<file path="src/rtl/boids_pkg.sv">
// Shared definitions for the boid frame writer slice.
//   - Video geometry and frame-buffer address width
//   - Boid coordinate widths and the packed table entry type
//   - Frame sequencer state encoding
//   - pix_addr(): linear pixel address y*640 + x in shift-add form
package boids_pkg;

    localparam int VIDEO_WIDTH  = 640;
    localparam int VIDEO_HEIGHT = 480;
    localparam int ADDR_W       = 19;
    localparam int X_W          = 10;
    localparam int Y_W          = 9;

    typedef enum logic [1:0] {
        S_IDLE,
        S_CLEAR,
        S_DRAW,
        S_SWAP
    } state_t;

    typedef struct packed {
        logic [X_W-1:0] x;
        logic [Y_W-1:0] y;
    } boid_pos_t;

    // y*640 + x written as (y<<9)+(y<<7)+x. The inputs carry one spare bit
    // each so a boid at the screen edge plus its square offset cannot wrap.
    function automatic logic [ADDR_W-1:0] pix_addr(input logic [Y_W:0] y,
                                                   input logic [X_W:0] x);
        logic [ADDR_W-1:0] yw;
        yw = ADDR_W'(y);
        return (yw << 9) + (yw << 7) + ADDR_W'(x);
    endfunction

endpackage

</file>
<file path="src/rtl/boid_frame_writer_if.sv">
// Bus bundle between the frame writer, the CPU register taps and the frame RAM.
//   CPU side : cpu_we, cpu_idx, cpu_x, cpu_y, num_boids
//   RAM side : fb_clear, fb_we, fb_waddr, fb_bank, fb_swap, front_sel
// Modports:
//   master - the frame writer (consumes CPU taps, drives the RAM bus)
//   slave  - the environment (drives CPU taps, observes the RAM bus)
interface boid_frame_writer_if #(
    parameter int IDX_W = 5
) ();
    import boids_pkg::*;

    logic                 cpu_we;
    logic [IDX_W-1:0]     cpu_idx;
    logic [X_W-1:0]       cpu_x;
    logic [Y_W-1:0]       cpu_y;
    logic [IDX_W:0]       num_boids;

    logic                 fb_clear;
    logic                 fb_we;
    logic [ADDR_W-1:0]    fb_waddr;
    logic                 fb_bank;
    logic                 fb_swap;
    logic                 front_sel;

    modport master (
        input  cpu_we, cpu_idx, cpu_x, cpu_y, num_boids,
        output fb_clear, fb_we, fb_waddr, fb_bank, fb_swap, front_sel
    );

    modport slave (
        output cpu_we, cpu_idx, cpu_x, cpu_y, num_boids,
        input  fb_clear, fb_we, fb_waddr, fb_bank, fb_swap, front_sel
    );

endinterface

</file>
<file path="src/rtl/boid_pos_table.sv">
// Double-buffered boid position table.
//   The pending table takes CPU writes at any time. On snap the whole pending
//   table is copied into the active table which the draw loop reads, so CPU
//   updates never tear a frame in progress.
// Ports:
//   clock, reset      - rising-edge clock, synchronous active-high reset
//   we, widx, wx, wy  - pending-table write
//   snap              - copy pending -> active this edge
//   rd_idx            - active-table read index (combinational read)
//   rd_x, rd_y        - active-table entry at rd_idx
module boid_pos_table
    import boids_pkg::*;
#(
    parameter int MAX_BOIDS = 32,
    parameter int IDX_W     = $clog2(MAX_BOIDS)
) (
    input  logic             clock,
    input  logic             reset,
    input  logic             we,
    input  logic [IDX_W-1:0] widx,
    input  logic [X_W-1:0]   wx,
    input  logic [Y_W-1:0]   wy,
    input  logic             snap,
    input  logic [IDX_W-1:0] rd_idx,
    output logic [X_W-1:0]   rd_x,
    output logic [Y_W-1:0]   rd_y
);

    boid_pos_t pending [MAX_BOIDS];
    boid_pos_t active  [MAX_BOIDS];
    boid_pos_t wr_ent;

    assign wr_ent = boid_pos_t'{x: wx, y: wy};

    always_ff @(posedge clock) begin
        if (reset) begin
            for (int i = 0; i < MAX_BOIDS; i++) begin
                pending[i] <= '0;
                active[i]  <= '0;
            end
        end else begin
            if (we) begin
                pending[widx] <= wr_ent;
            end
            // A write landing on the snapshot edge is forwarded so the frame
            // being started already sees it.
            if (snap) begin
                for (int i = 0; i < MAX_BOIDS; i++) begin
                    active[i] <= (we && widx == IDX_W'(i)) ? wr_ent : pending[i];
                end
            end
        end
    end

    assign rd_x = active[rd_idx].x;
    assign rd_y = active[rd_idx].y;

endmodule

</file>
<file path="src/rtl/boid_frame_writer.sv">
// Boid frame writer: on each frame_start it snapshots the boid table, clears
// the back bank, rasterises every active boid as a BOID_SIZE x BOID_SIZE
// square (one pixel per clock, k / dy / dx order, dx fastest) and swaps banks.
// Ports:
//   clock, reset  - rising-edge clock, synchronous active-high reset
//   frame_start   - one-cycle pulse from the VGA controller (screen end)
//   bus           - CPU taps in, frame RAM strobes/address/bank select out
//   busy          - a frame is being produced (CLEAR through SWAP)
//   overrun       - sticky: frame_start arrived while busy
// All outputs are registered.
module boid_frame_writer
    import boids_pkg::*;
#(
    parameter int MAX_BOIDS = 32,
    parameter int IDX_W     = $clog2(MAX_BOIDS),
    parameter int BOID_SIZE = 2
) (
    input  logic                   clock,
    input  logic                   reset,
    input  logic                   frame_start,
    boid_frame_writer_if.master    bus,
    output logic                   busy,
    output logic                   overrun
);

    // Square offsets cover BOID_SIZE up to 4.
    localparam int              D_W    = 2;
    localparam logic [D_W-1:0]  D_LAST = D_W'(BOID_SIZE - 1);
    localparam logic [IDX_W:0]  N_MAX  = (IDX_W+1)'(MAX_BOIDS);
    localparam logic [IDX_W:0]  N_ONE  = (IDX_W+1)'(1);
    localparam logic [X_W:0]    X_LIM  = (X_W+1)'(VIDEO_WIDTH);
    localparam logic [Y_W:0]    Y_LIM  = (Y_W+1)'(VIDEO_HEIGHT);

    state_t            state, state_nxt;
    logic              accept;
    logic              last_pix;
    logic [IDX_W:0]    n_clamped;
    logic [IDX_W-1:0]  k_last;
    logic              n_zero;
    logic [IDX_W-1:0]  k, k_nxt;
    logic [D_W-1:0]    dy, dx, dy_nxt, dx_nxt;
    logic [X_W-1:0]    rd_x;
    logic [Y_W-1:0]    rd_y;
    logic [X_W:0]      px_x_p0;
    logic [Y_W:0]      px_y_p0;
    logic              clear_p0, swap_p0, we_p0, busy_p0;
    logic [ADDR_W-1:0] addr_p0;

    assign accept    = (state == S_IDLE) && frame_start;
    assign n_clamped = (bus.num_boids > N_MAX) ? N_MAX : bus.num_boids;
    assign last_pix  = (state == S_DRAW) && (k == k_last) &&
                       (dy == D_LAST) && (dx == D_LAST);

    boid_pos_table #(
        .MAX_BOIDS (MAX_BOIDS),
        .IDX_W     (IDX_W)
    ) u_table (
        .clock  (clock),
        .reset  (reset),
        .we     (bus.cpu_we),
        .widx   (bus.cpu_idx),
        .wx     (bus.cpu_x),
        .wy     (bus.cpu_y),
        .snap   (accept),
        .rd_idx (k_nxt),
        .rd_x   (rd_x),
        .rd_y   (rd_y)
    );

    // Frame parameters latched with the table snapshot.
    always_ff @(posedge clock) begin
        if (reset) begin
            k_last <= '0;
            n_zero <= 1'b0;
        end else if (accept) begin
            k_last <= IDX_W'(n_clamped - N_ONE);
            n_zero <= (n_clamped == '0);
        end
    end

    always_ff @(posedge clock) begin
        if (reset) begin
            state <= S_IDLE;
        end else begin
            state <= state_nxt;
        end
    end

    always_comb begin
        state_nxt = state;
        case (state)
            S_IDLE:  if (frame_start) state_nxt = S_CLEAR;
            S_CLEAR: state_nxt = n_zero ? S_SWAP : S_DRAW;
            S_DRAW:  if (last_pix) state_nxt = S_SWAP;
            S_SWAP:  state_nxt = S_IDLE;
            default: state_nxt = S_IDLE;
        endcase
    end

    // k/dy/dx name the pixel on the outputs this cycle; the *_nxt values are
    // the pixel being registered for the next cycle. CLEAR preloads pixel 0.
    always_comb begin
        k_nxt  = '0;
        dy_nxt = '0;
        dx_nxt = '0;
        if (state == S_DRAW) begin
            k_nxt  = k;
            dy_nxt = dy;
            dx_nxt = dx + D_W'(1);
            if (dx == D_LAST) begin
                dx_nxt = '0;
                dy_nxt = dy + D_W'(1);
                if (dy == D_LAST) begin
                    dy_nxt = '0;
                    k_nxt  = k + IDX_W'(1);
                end
            end
        end
    end

    always_ff @(posedge clock) begin
        if (reset) begin
            k  <= '0;
            dy <= '0;
            dx <= '0;
        end else begin
            k  <= k_nxt;
            dy <= dy_nxt;
            dx <= dx_nxt;
        end
    end

    // ---- p0: next-cycle outputs decoded from next state and next pixel ----
    always_comb begin
        px_x_p0  = (X_W+1)'(rd_x) + (X_W+1)'(dx_nxt);
        px_y_p0  = (Y_W+1)'(rd_y) + (Y_W+1)'(dy_nxt);
        clear_p0 = (state_nxt == S_CLEAR);
        swap_p0  = (state_nxt == S_SWAP);
        busy_p0  = (state_nxt != S_IDLE);
        // Off-screen pixels keep their slot but do not write.
        we_p0    = (state_nxt == S_DRAW) && (px_x_p0 < X_LIM) && (px_y_p0 < Y_LIM);
        addr_p0  = pix_addr(px_y_p0, px_x_p0);
    end

    // ---- p1: registered outputs ----
    always_ff @(posedge clock) begin
        if (reset) begin
            bus.fb_clear  <= 1'b0;
            bus.fb_we     <= 1'b0;
            bus.fb_swap   <= 1'b0;
            bus.front_sel <= 1'b0;
            bus.fb_bank   <= 1'b1;
            busy          <= 1'b0;
            overrun       <= 1'b0;
        end else begin
            bus.fb_clear <= clear_p0;
            bus.fb_we    <= we_p0;
            bus.fb_swap  <= swap_p0;
            busy         <= busy_p0;
            // Bank select tracks ~front_sel and only moves on the SWAP exit
            // edge, so it is stable for a whole frame.
            if (state == S_SWAP) begin
                bus.front_sel <= ~bus.front_sel;
                bus.fb_bank   <= bus.front_sel;
            end
            if (frame_start && state != S_IDLE) begin
                overrun <= 1'b1;
            end
        end
    end

    always_ff @(posedge clock) begin
        bus.fb_waddr <= addr_p0;
    end

endmodule

</file>
<file path="src/flat_wrapper.sv">
// flat-port wrapper written by rule: the top's interface ports become plain ports
module boid_frame_writer_flat import boids_pkg::*;
#(
    parameter int MAX_BOIDS = 32,
    parameter int IDX_W     = $clog2(MAX_BOIDS),
    parameter int BOID_SIZE = 2
)
  (clock, reset, frame_start, busy, overrun, bus_cpu_we, bus_cpu_idx, bus_cpu_x, bus_cpu_y, bus_num_boids, bus_fb_clear, bus_fb_we, bus_fb_waddr, bus_fb_bank, bus_fb_swap, bus_front_sel);
  boid_frame_writer_if #(.IDX_W(IDX_W)) bus_i ();
  input  logic clock;
  input  logic reset;
  input  logic frame_start;
  output logic busy;
  output logic overrun;
  input wire logic [$bits(bus_i.cpu_we)-1:0] bus_cpu_we;
  input wire logic [$bits(bus_i.cpu_idx)-1:0] bus_cpu_idx;
  input wire logic [$bits(bus_i.cpu_x)-1:0] bus_cpu_x;
  input wire logic [$bits(bus_i.cpu_y)-1:0] bus_cpu_y;
  input wire logic [$bits(bus_i.num_boids)-1:0] bus_num_boids;
  output wire logic [$bits(bus_i.fb_clear)-1:0] bus_fb_clear;
  output wire logic [$bits(bus_i.fb_we)-1:0] bus_fb_we;
  output wire logic [$bits(bus_i.fb_waddr)-1:0] bus_fb_waddr;
  output wire logic [$bits(bus_i.fb_bank)-1:0] bus_fb_bank;
  output wire logic [$bits(bus_i.fb_swap)-1:0] bus_fb_swap;
  output wire logic [$bits(bus_i.front_sel)-1:0] bus_front_sel;
  assign bus_i.cpu_we = bus_cpu_we;
  assign bus_i.cpu_idx = bus_cpu_idx;
  assign bus_i.cpu_x = bus_cpu_x;
  assign bus_i.cpu_y = bus_cpu_y;
  assign bus_i.num_boids = bus_num_boids;
  assign bus_fb_clear = bus_i.fb_clear;
  assign bus_fb_we = bus_i.fb_we;
  assign bus_fb_waddr = bus_i.fb_waddr;
  assign bus_fb_bank = bus_i.fb_bank;
  assign bus_fb_swap = bus_i.fb_swap;
  assign bus_front_sel = bus_i.front_sel;
  boid_frame_writer #(.MAX_BOIDS(MAX_BOIDS), .IDX_W(IDX_W), .BOID_SIZE(BOID_SIZE)) u_core (.clock(clock), .reset(reset), .frame_start(frame_start), .bus(bus_i), .busy(busy), .overrun(overrun));
endmodule
</file>
<file path="config.mk">
export PLATFORM = sky130hd
export DESIGN_NAME = boid_frame_writer_flat
export DESIGN_NICKNAME = d
export VERILOG_FILES = /design/src/rtl/boids_pkg.sv /design/src/rtl/boid_frame_writer_if.sv /design/src/rtl/boid_pos_table.sv /design/src/rtl/boid_frame_writer.sv /design/src/flat_wrapper.sv
export SDC_FILE = /design/constraint.sdc
export NUM_CORES = 2
export LEC_CHECK = 0
export BUFFER_PORTS_ARGS = -buffer_cell sky130_fd_sc_hd__buf_2
export CAP_MARGIN = 15
export CORE_UTILIZATION = 57
export DETAILED_ROUTE_END_ITERATION = 12
export PLACE_DENSITY_LB_ADDON = 0.3
export SETUP_SLACK_MARGIN = 0.15
export SYNTH_ARGS = -nofsm -noshare
export SYNTH_HDL_FRONTEND = slang
export SYNTH_HIERARCHICAL = 1
export SYNTH_SLANG_ARGS = --single-unit
</file>
<file path="constraint.sdc">
create_clock -name clock -period 8.4 [get_ports clock]
set_clock_uncertainty 0.15 [all_clocks]
set_input_delay 0.42 -clock clock [delete_from_list [all_inputs] [get_ports clock]]
set_output_delay 0.42 -clock clock [all_outputs]
set_load 0.1 [all_outputs]
</file>
==> flow_metrics.env <==
export IMPL_postCtsSetupRepairBufs=0
export IMPL_postLayoutSetupSlackWorst_ps=1514
export IMPL_rows=113
export IMPL_pin_count=60
export IMPL_yosys_most_used_dff="edfxtp_1"
export IMPL_cts_sinks=1259
export IMPL_cts_tree="yes"
export IMPL_grtUsageTotal_pct=31.12
export IMPL_timing_fmax_mhz=145.2
export IMPL_insertion_delay_ps=770
export IMPL_slew_headroom_pct=11.73
export IMPL_yosysSeqAreaShare_pct=67.98
export IMPL_wl_per_cell_um=26.41
export IMPL_synth_seq_cells=1259
export IMPL_die_width_um=312.6
export IMPL_place_hpwl_um=91830
export IMPL_switching_share_pct=27.34
export IMPL_dr_pass1_iters=8
export IMPL_drc=0
export IMPL_syn_num_nets=4559
export IMPL_min_period_ps=6886
export IMPL_post_route_period_util_pct=81.98
export IMPL_area_growth_pct=9.813
export IMPL_seqPwrFrac_pct=51.1
export IMPL_grt_pass1_wl_um=223600
export IMPL_max_cap_violations=0
export IMPL_final_max_slew_viol_count=0
export IMPL_arrival_ps=7350
export IMPL_drtIter0Drc=5470
export IMPL_hp_class="in -> reg"
export IMPL_worst_path_max_fanout=22
export IMPL_setup_violations=0
export IMPL_p_comb_share_pct=13.5
export IMPL_ys_warn_count=6
export IMPL_final_util_pct=63.35
export IMPL_status="completed"
export IMPL_r2r_end="u_core/bus.fb_waddr[18]$_DFF_P_"
export IMPL_reg2reg_depth=21
export IMPL_mostFrequentLayoutCells="edfxtp_1, nand2_1, nor2_1, a21oi_1, mux2i_1"
export IMPL_crit_start="u_core/dx[1]$_SDFF_PP0_"
export IMPL_grt_pass1_vias=34400
export IMPL_rr_startpoint="u_core/dx[1]$_SDFF_PP0_"
export IMPL_ctsResizeCount=0
export IMPL_pre_cts_slack_ps=1778
export IMPL_p_leak_uw=0.02268
export IMPL_synth_cells=4491
export IMPL_cts_root_buf="clkbuf_16"
export IMPL_syn_avg_cell_area_um2=12.24
export IMPL_p_per_area_nw_per_um2=268.8
export IMPL_cts_buffer_depth=3
export IMPL_drive_gt1_share_pct=9.002
export IMPL_pwr_share_clk_pct=35.4
export IMPL_antenna_found_initial=6
export IMPL_tightest_slew_ps=1324
export IMPL_io_buffers=59
export IMPL_numCtsBuffers=133
export IMPL_r2r_slack_ps=1510
export IMPL_core_um2=95290
export IMPL_clkTransAtPathRegs_ps=60
export IMPL_ctsHoldBuffers=8
export IMPL_ir_worst_vdd_uv=168.2
export IMPL_wirelength_um=152800
export IMPL_async_reset_ff_share_pct=0
export IMPL_cp_endpoint="u_core/bus.fb_waddr[18]$_DFF_P_"
export IMPL_htree_num_levels=4
export IMPL_internal_power_uw=11790
export IMPL_criticalPathCategory="reg -> reg"
export IMPL_critPathCaptureType="flip-flop"
export IMPL_p_sw_uw=4437
export IMPL_required_ps=8870
export IMPL_startpoint_type="flip-flop"
export IMPL_fp_dieArea_um2=97700
export IMPL_nets=4484
export IMPL_grt_max_degree=228
export IMPL_chipHeight_um=312.6
export IMPL_yosysUniqueCellTypes=58
export IMPL_start_util_pct=57.69
export IMPL_synth_edf_count=1216
export IMPL_grt_ovfl_total=0
export IMPL_fin_tns_setup_ps=0
export IMPL_syn_cell_area_um2=54980
export IMPL_ant_nets=0
export IMPL_hold_viol_final=0
export IMPL_vias=36360
export IMPL_layout_commonest_cell="edfxtp_1"
export IMPL_avgViaCountPerCell=6.282
export IMPL_routabilityCongestion=0.9451
export IMPL_rsz0062_at_grt="no"
## synth_stat cells (all sizes together) (3+ instances only)
master | count | area (µm²)
buf | 176 | 943.4
edfxtp | 1216 | 36520
a22o | 38 | 332.8
a21oi | 405 | 2031
o21a | 3 | 22.52
nor2 | 632 | 2442
nand3 | 49 | 245.2
a21o | 268 | 2012
o21ai | 10 | 53.80
xor2 | 16 | 140.1
dfxtp | 43 | 860.8
nand2 | 779 | 2959
or2 | 6 | 37.53
nor3 | 32 | 204.0
fa | 5 | 100.1
and3 | 8 | 55.05
nand2b | 46 | 290.3
a22oi | 77 | 578.1
ha | 29 | 362.9
and2b | 3 | 23.77
inv | 29 | 108.9
a211oi | 3 | 22.52
clkbuf | 187 | 701.9
a211o | 3 | 27.53
and2 | 29 | 181.4
nand4 | 27 | 168.9
nor2b | 12 | 75.07
xnor2 | 19 | 166.4
a31oi | 20 | 125.1
mux2i | 307 | 3073
## sequential cells by signal, indices dropped and copies added, names as in the netlist, 2 cells and up
register                count
u_core/u_table/pending    608
u_core/k                    5
u_core/bus.fb_waddr        19
u_core/state                2
u_core/dx                   2
u_core/u_table/active     608
u_core/k_last               5
u_core/dy                   2
## power by group through the flow
stage	Sequential (µW)	Clock, µW	Combinational [µW]
global placement	8390	0	2110
detailed placement	8420	0	2130
floorplan	8700	0	1100
finish	8300	5750	2180
global route	8370	6030	2290
CTS	8290	5800	2150
## through the flow
step	cell area (µm²)	hold WS [ps]	total power, µW	cells
2_1_floorplan	54980	282.1	9800	4491
3_3_place_gp	56050	301.6	10500	5538
3_5_place_dp	56050	298.2	10550	5538
4_1_cts	60370	23.22	16240	5786
5_1_grt	60370	54.80	16700	5788
6_report	60370	56.66	16230	5788
## kinds of logic (layout without fill, tap and decap cells)
logic type | Yosys count | in the layout | share of synthesized area (%)
AO/OA/AOI/OAI | 834 | 834 | 9.586
other | 0 | 2 | 0
flip-flops | 1259 | 1259 | 67.98
adder cells (fa/ha/maj) | 34 | 34 | 0.8421
multiplexers | 307 | 307 | 5.589
AND/OR/NAND/NOR | 1629 | 1629 | 12.24
buffers and inverters | 393 | 423 | 3.197
XOR/XNOR | 35 | 35 | 0.5576
## final cells by class
cell class              instances  area [µm²]
flip-flops and latches       1259       37380
clock buffers                 164        3475
clock inverters                76       762.0
repair buffers                153        1096
multi-input cells            2839       15960
diodes                          2       5.005
fillers                      7161       34920
inverters                      30       112.6
well taps                    1265        1583
## worst min-delay path by stage
stage	from	endpoint	slack (ps)	depth (start not counted)
after detailed placement	u_core/n_zero$_SDFFE_PP0P_	u_core/n_zero$_SDFFE_PP0P_	300	2
after global placement	u_core/n_zero$_SDFFE_PP0P_	u_core/n_zero$_SDFFE_PP0P_	300	2
after global routing	bus_num_boids[2]	u_core/k_last[2]$_SDFFE_PP0P_	50	4
after CTS	bus_num_boids[2]	u_core/k_last[2]$_SDFFE_PP0P_	20	4
final	bus_num_boids[2]	u_core/k_last[2]$_SDFFE_PP0P_	60	4
after floorplan	u_core/n_zero$_SDFFE_PP0P_	u_core/n_zero$_SDFFE_PP0P_	280	2
## routing by layer
layer | routed length [µm] | vias to the layer above | GRT usage (%)
li1 | - | 15870 | -
met1 | 60200 | 17960 | 44.60
met2 | 69470 | 2217 | 47.29
met3 | 17690 | 311 | 6.483
met4 | 5455 | 4 | 11.44
met5 | 26 | - | 0
## worst max-delay path, stage by stage, from the launching register on
cell and delay [ps]:
dfxtp_1 320, nand3b_1 210, nor2_2 250, nand2_1 140, a21boi_4 680, buf_4 500
buf_4 420, mux2i_1 250, a22o_1 140, nor3_1 110, a31oi_1 400, nand3_1 220
ha_1 270, fa_1 420, xor2_1 310, fa_1 510, fa_1 480, a21oi_1 210
o21ai_0 200, o22ai_2 210, mux2i_1 200, nand4_1 90
No activity file was read; power rests on OpenSTA's default activity.
